===== src/rtl/mul_issue.sv =====
`timescale 1ns / 1ps
`default_nettype none
// +------------------------------------------------------------------------+
// | mul_issue: operand issue / result capture around the Booth core `mul`. |
// | Revision: 1.0                                                          |
// +------------------------------------------------------------------------+
module mul_issue #(
  parameter int XLEN       = 32,
  parameter int MUL_BITS   = XLEN + 2,
  parameter int MUL_CYCLES = 1 + MUL_BITS / 2
) (
  input  logic                clk,
  input  logic                syn_rst,
  input  logic                flush,
  input  logic                in_valid,
  output logic                in_ready,
  input  logic [XLEN-1:0]     in_a,
  input  logic [XLEN-1:0]     in_b,
  input  logic                in_a_signed,
  input  logic                in_b_signed,
  output logic                out_valid,
  input  logic                out_ready,
  output logic [XLEN-1:0]     out_hi,
  output logic [XLEN-1:0]     out_lo,
  output logic                busy,
  output logic                err,
  output logic                mul_en,
  output logic                mul_syn_rst,
  output logic [MUL_BITS-1:0] mul_multiplicand,
  output logic [MUL_BITS-1:0] mul_multiplier,
  input  logic                mul_outvalid,
  input  logic [MUL_BITS-1:0] mul_result_hi,
  input  logic [MUL_BITS-1:0] mul_result_lo
);

  localparam int              CNT_W    = $clog2(MUL_CYCLES);
  localparam logic [CNT_W-1:0] CNT_LAST = CNT_W'(MUL_CYCLES - 1);

  typedef enum logic [1:0] {IDLE = 2'd0, RUN = 2'd1, CAPT = 2'd2, DONE = 2'd3} state_t;

  state_t              state_q, state_d;
  logic [CNT_W-1:0]    cnt_q, cnt_d;
  logic [MUL_BITS-1:0] mcand_q, mcand_d, mplier_q, mplier_d;
  logic [XLEN-1:0]     hi_q, hi_d, lo_q, lo_d;
  logic                err_q, err_d;
  logic                accept;
  logic                unused_hi;

  // Product bits above 63 are never returned.
  assign unused_hi = ^mul_result_hi[MUL_BITS-1:XLEN-2];

  assign in_ready = !syn_rst && !flush &&
                    ((state_q == IDLE) || ((state_q == DONE) && out_ready));
  assign accept   = in_valid && in_ready;

  always_comb begin
    state_d  = state_q;
    cnt_d    = cnt_q;
    mcand_d  = mcand_q;
    mplier_d = mplier_q;
    hi_d     = hi_q;
    lo_d     = lo_q;
    err_d    = err_q;
    if (accept) begin
      mcand_d  = {{2{in_a[XLEN-1] & in_a_signed}}, in_a};
      mplier_d = {{2{in_b[XLEN-1] & in_b_signed}}, in_b};
    end
    if (flush) begin
      state_d = IDLE;
      cnt_d   = '0;
    end else begin
      case (state_q)
        IDLE: begin
          if (accept) begin
            state_d = RUN;
            cnt_d   = '0;
          end
        end
        RUN: begin
          if (cnt_q == CNT_LAST) begin
            state_d = CAPT;
            cnt_d   = '0;
          end else begin
            cnt_d = cnt_q + 1'b1;
          end
        end
        CAPT: begin
          if (mul_outvalid) begin
            lo_d    = mul_result_lo[XLEN-1:0];
            hi_d    = {mul_result_hi[XLEN-3:0], mul_result_lo[MUL_BITS-1:XLEN]};
            state_d = DONE;
          end else begin
            err_d   = 1'b1;
            state_d = IDLE;
          end
        end
        DONE: begin
          if (out_ready) begin
            state_d = accept ? RUN : IDLE;
            cnt_d   = '0;
          end
        end
        default: state_d = IDLE;
      endcase
    end
  end

  always_ff @(posedge clk) begin
    if (syn_rst) begin
      state_q  <= IDLE;
      cnt_q    <= '0;
      mcand_q  <= '0;
      mplier_q <= '0;
      hi_q     <= '0;
      lo_q     <= '0;
      err_q    <= 1'b0;
    end else begin
      state_q  <= state_d;
      cnt_q    <= cnt_d;
      mcand_q  <= mcand_d;
      mplier_q <= mplier_d;
      hi_q     <= hi_d;
      lo_q     <= lo_d;
      err_q    <= err_d;
    end
  end

  // Outputs read as reset values for the whole time syn_rst is high.
  assign out_valid        = !syn_rst && (state_q == DONE);
  assign busy             = !syn_rst && (state_q != IDLE);
  assign mul_en           = !syn_rst && (state_q == RUN);
  assign err              = !syn_rst && err_q;
  assign out_hi           = syn_rst ? '0 : hi_q;
  assign out_lo           = syn_rst ? '0 : lo_q;
  assign mul_multiplicand = syn_rst ? '0 : mcand_q;
  assign mul_multiplier   = syn_rst ? '0 : mplier_q;
  assign mul_syn_rst      = syn_rst || (flush && ((state_q == RUN) || (state_q == CAPT)));

endmodule
`default_nettype wire


===== config.mk =====
export PLATFORM = sky130hd
export DESIGN_NAME = mul_issue
export DESIGN_NICKNAME = d
export VERILOG_FILES = /design/src/rtl/mul_issue.sv
export SDC_FILE = /design/constraint.sdc
export NUM_CORES = 1
export LEC_CHECK = 0
export CAP_MARGIN = 20
export CORE_UTILIZATION = 37
export CTS_CLUSTER_DIAMETER = 120
export DETAILED_ROUTE_END_ITERATION = 8
export GPL_ROUTABILITY_DRIVEN = 1
export PLACE_DENSITY = 0.77
export SKIP_CTS_REPAIR_TIMING = 1
export SYNTH_ARGS = -nofsm -noshare
export SYNTH_HDL_FRONTEND = slang
export SYNTH_SLANG_ARGS = --single-unit

===== constraint.sdc =====
create_clock -name clk -period 1.74 [get_ports clk]
set_input_delay 0.348 -clock clk [delete_from_list [all_inputs] [get_ports clk]]
set_output_delay 0.348 -clock clk [all_outputs]
set_load 0.01 [all_outputs]

* Word-level counts from Yosys, hierarchy flattened
Cells that the tools add are included.
Word-level totals: register bits after elaboration 138, output and inout port bits 138, word-level logic and storage cells 55
Cells by class: $add $sub $neg 1, eq/ne operators 7, muxes and demuxes 14, bitwise operators 4, reductions and logical operators 22
Operators with widths (number):
- $mux W34 | 2
- $mux W32 | 2
- $mux W5 | 3
- $pmux W5 S3 | 1
- $reduce_and A3 Y1 | 4
- $logic_and A1 B1 Y1 | 9
- $mux W2 | 4
- $pmux W2 S4 | 1
- $ne A2 B2 Y1 const B | 3
- $add A5 B1 Y5 const B | 1
- $eq A5 B5 Y1 const B | 1
- $eq A2 B2 Y1 const B | 2
- $logic_or A1 B1 Y1 | 3
- $reduce_bool A3 Y1 | 1
- $and A1 B1 Y1 | 2
- $eq A2 B1 Y1 const B | 1
- $logic_not A1 Y1 | 2
- $logic_not A2 Y1 | 1
- $not A1 Y1 | 2
- $reduce_bool A2 Y1 | 1
- $reduce_or A2 Y1 | 1
- $mux W1 | 1

* Longest topological paths before layout
word-level depth 8, depth in mapped cells 8, gate-level depth less buffers 6

* Worst setup path after synthesis
No wires, ideal clock.
path kind register -> register, start reg state_q[0], end reg mcand_q[14], setup time 0.128 ns, arrival time 1.741 ns, slack -0.129 ns, cell stages (with the launch flop) 9, path through dfxtp_1 > inv_1 > ha_1 > a21oi_1 > nand3b_1 > buf_2 > buf_2 > mux2i_1 > nor2_1
Between the ends: word-level cells in the longest chain between the ends 5
Ends and longest elaborated chain:
- start: declaration | line 41 | state_t state_q, state_d;
- start signal: assignment | line 118 | state_q <= state_d;
- $eq A2 B2 Y1 | line 53 | ((state_q == IDLE) || ((state_q == DONE) && out_ready));
- $logic_and A1 B1 Y1 | line 53
- $logic_or A1 B1 Y1 (*) | line 53
- $logic_and A1 B1 Y1 (*) | line 52 | assign in_ready = !syn_rst && !flush &&
- $logic_and A1 B1 Y1 (*) | line 54 | assign accept = in_valid && in_ready;
- end signal: assignment | line 120 | mcand_q <= mcand_d;
- end: declaration | line 43 | logic [MUL_BITS-1:0] mcand_q, mcand_d, mplier_q, mplier_d;
Mark *: on every way between the ends. The rest lies on a longest branch, timed or not. A chain may end at the register's enable or synchronous reset.

* Worst setup path after layout
start in flush, end out in_ready
Between the ends: word-level cells in the longest chain between the ends 3
Ends and longest elaborated chain:
- start: declaration | line 14 | input logic flush,
- $logic_not A1 Y1 | line 52
- $logic_and A1 B1 Y1 (2 in a row) | line 52
- end: declaration | line 16 | output logic in_ready,
Every way passes these cells.

==> impl_metrics.ini <==
[run_status]
outcome = finished with violations
violations = DRC

[yosys]
syn_area_um2 = 5650
synth_top_family_by_area = simple AND/OR/NAND/NOR gates
syn_inst = 573
synthAdderAreaFrac = 0.0155
synth_seq_cells = 138
synth_top_area_frac = 0.489
ys_seq_area_frac = 0.489
synth_fp_nets = 720
yosysTopAreaCell = dfxtp_1
async_flop_share = 0
yosys.area_share.simple = 0.223
ys_warn_count = 0
synth_ff_type = dfxtp_1
synthXorXnorAreaFrac = 0
synth_edf_count = 0
ys_types = 30
synth_area_leaders = dfxtp_1 49%, nor2b_1 15%, mux2i_1 11%
synth_mux_area_frac = 0.113
synth-compound-area-share = 0.124
synth_area_per_cell_um2 = 9.85

[timing]
whs_ns = 0.361
hold_viol = 0
worstMarginPinSlew_ns = 0.327
period_needed_ns = 1.74
finalCritPeriodShare = 0.999
max_slew_margin = 0.782
max_clock_freq_ghz = 0.575
rsz0062_at_grt = yes
finalSetupViolCount = 0
fin_skew_ns = 0.00639
slew_violations = 0

[critical_path]
worst_ep_required_time_ns = 1.39
path_cells = clkdlybuf4s50_1 -> or2_2 -> nor2_1 -> clkbuf_2
r2r_slack_ns = 0.05
slowest_delay_ns = 0.43
slowest_stage = clkdlybuf4s50_1
rr_startpoint = state_q[1]
crit_type = in2out
end_kind = output port
crit_family = buffers and inverters
start_kind = primary input
r2r-end = lo_q[9]
cp_max_fo = 3
critical_path_buf_inv_count = 2
reg2reg_depth = 8
critPathArrivalTime_ns = 1.39

[pwr]
powerDensity_nw_per_um2 = 784
p_leak_uw = 0.00665
peakVddDrop_uv = 575

[min_path]
hp-class = in2reg
hp-start = syn_rst
hold_end = mplier_q[15]
holdPathStages = 3

[routing]
drt_pass1_iterations = 9
drcViolationCount = 23
wire_per_inst_um = 16.4
via_count = 5281
drt_iter0_drc = 171
routed_wl_mm = 17.7
antenna_left = 0
vias_per_cell = 4.88

[job]
drv_cap = 0

[clock_tree]
cts_tree = built
cts_root_buffer = clkbuf_16
cts.path.max_buffers = 2
cts_buffers = 17
cts_max_level = 4
cts.reportedPaths.clkPinSlew_ns = 0.06
clkSinkCount = 138
clkLatencyLatePin_ns = 0.41

[floorplan]
die_h_um = 126
io_pins = 278
rows = 44
coreArea_um2 = 14700
die_x_um = 126
die_area_um2 = 15800
initial_utilization = 0.384

[global_route]
grt-ovfl-total = 0
grt_pass1_wl_mm = 26.5
grt_pass1_vias = 5423
grt_max_degree = 44
grtUsageTotal = 0.212
antenna_found_initial = 0

[place]
gp_congestion = 0.825
place.port_buffers = 273
dp_hpwl_mm = 12.3
place_area_um2 = 9040

[finish]
fillers = 1006
final_cell_mix = 136 x dfxtp_1, 135 x dlymetal6s2s_1, 134 x clkdlybuf4s50_1
layout.nets = 1033
diodes = 0
layout_commonest_cell = dfxtp_1
syn_to_final_growth_pct = 80.3
final_cell_area_um2 = 10200
drive_above_1_share = 0.139
[logic make-up after synthesis]
family / after synthesis
buffers and inverters: 49
flip-flops: 138
adder cells (fa/ha/maj): 7
AO/OA/AOI/OAI: 85
AND/OR/NAND/NOR: 230
multiplexers: 64
[through the flow]
stage	total power (µW)	TNS [ns]	setup slack [ns]	cells	util
after global routing	8280	-0.219	-0.0844	1082	0.692
final	7980	0	0.00141	1082	0.692
after floorplan	3550	-0.00330	-0.000123	573	-
after detailed placement	4080	-29.48	-0.447	1047	0.615
after CTS	8060	-16.89	-0.482	1078	0.659
after global placement	4060	-27.01	-0.391	1047	0.615
[worst reg2reg max path, cell delays in order, from the launching register on]
cell	delay, ns
dfxtp_4	0.37
buf_4	0.12
ha_4	0.13
nand2_1	0.07
or2_4	0.29
nor2_4	0.18
buf_12	0.14
clkbuf_16	0.17
o22a_1	0.16
[power by group]
group          internal, µW  leakage, µW  total (µW)  switching, µW
logic                   494      0.00522         776            282
registers              3210      0.00112        3240           24.6
clock network          2610     0.000312        3970           1360
[layout make-up]
cell class	count	area, µm²	area share
clock buffers	20	457	0.0449
multi-input cells	386	2780	0.273
flip-flops and latches	138	2770	0.272
well taps	184	230	0.0226
clock inverters	11	193	0.0189
inverters	4	15.0	0.00148
repair buffers	339	3740	0.368
[flip-flops by register name, indices dropped and copies added, names as in the netlist]
| name | count |
|---|---|
| state_q | 2 |
| lo_q | 32 |
| err_q | 1 |
| mplier_q | 33 |
| hi_q | 32 |
| mcand_q | 33 |
| cnt_q | 5 |
[metal layers]
layer	part of all wire	vias to the layer above	track usage
li1	-	2575	-
met1	0.38	2454	0.228
met2	0.50	223	0.374
met3	0.096	29	0.0813
met4	0.020	0	0.0832
met5	0	-	0
[worst max-delay path by stage]
stage,startpoint,end,depth (start not counted)
after floorplan,state_q[0],mcand_q[14],8
after global placement,flush,in_ready,4
after detailed placement,in_valid,state_q[1],6
after CTS,state_q[1],in_ready,5
after global routing,in_valid,state_q[0],6
final,flush,in_ready,4
[synthesized netlist by cell type, types with 3 or more instances]
cell	instances
o22a_1	64
nor2b_1	135
ha_1	7
inv_1	4
nand3_1	4
buf_1	5
nor2_1	70
nand3b_1	3
nand4_1	3
a21oi_1	11
buf_2	7
dfxtp_1	138
mux2i_1	64
nand2_1	6
clkbuf_1	31
No activity file was read; power rests on OpenSTA's default activity.
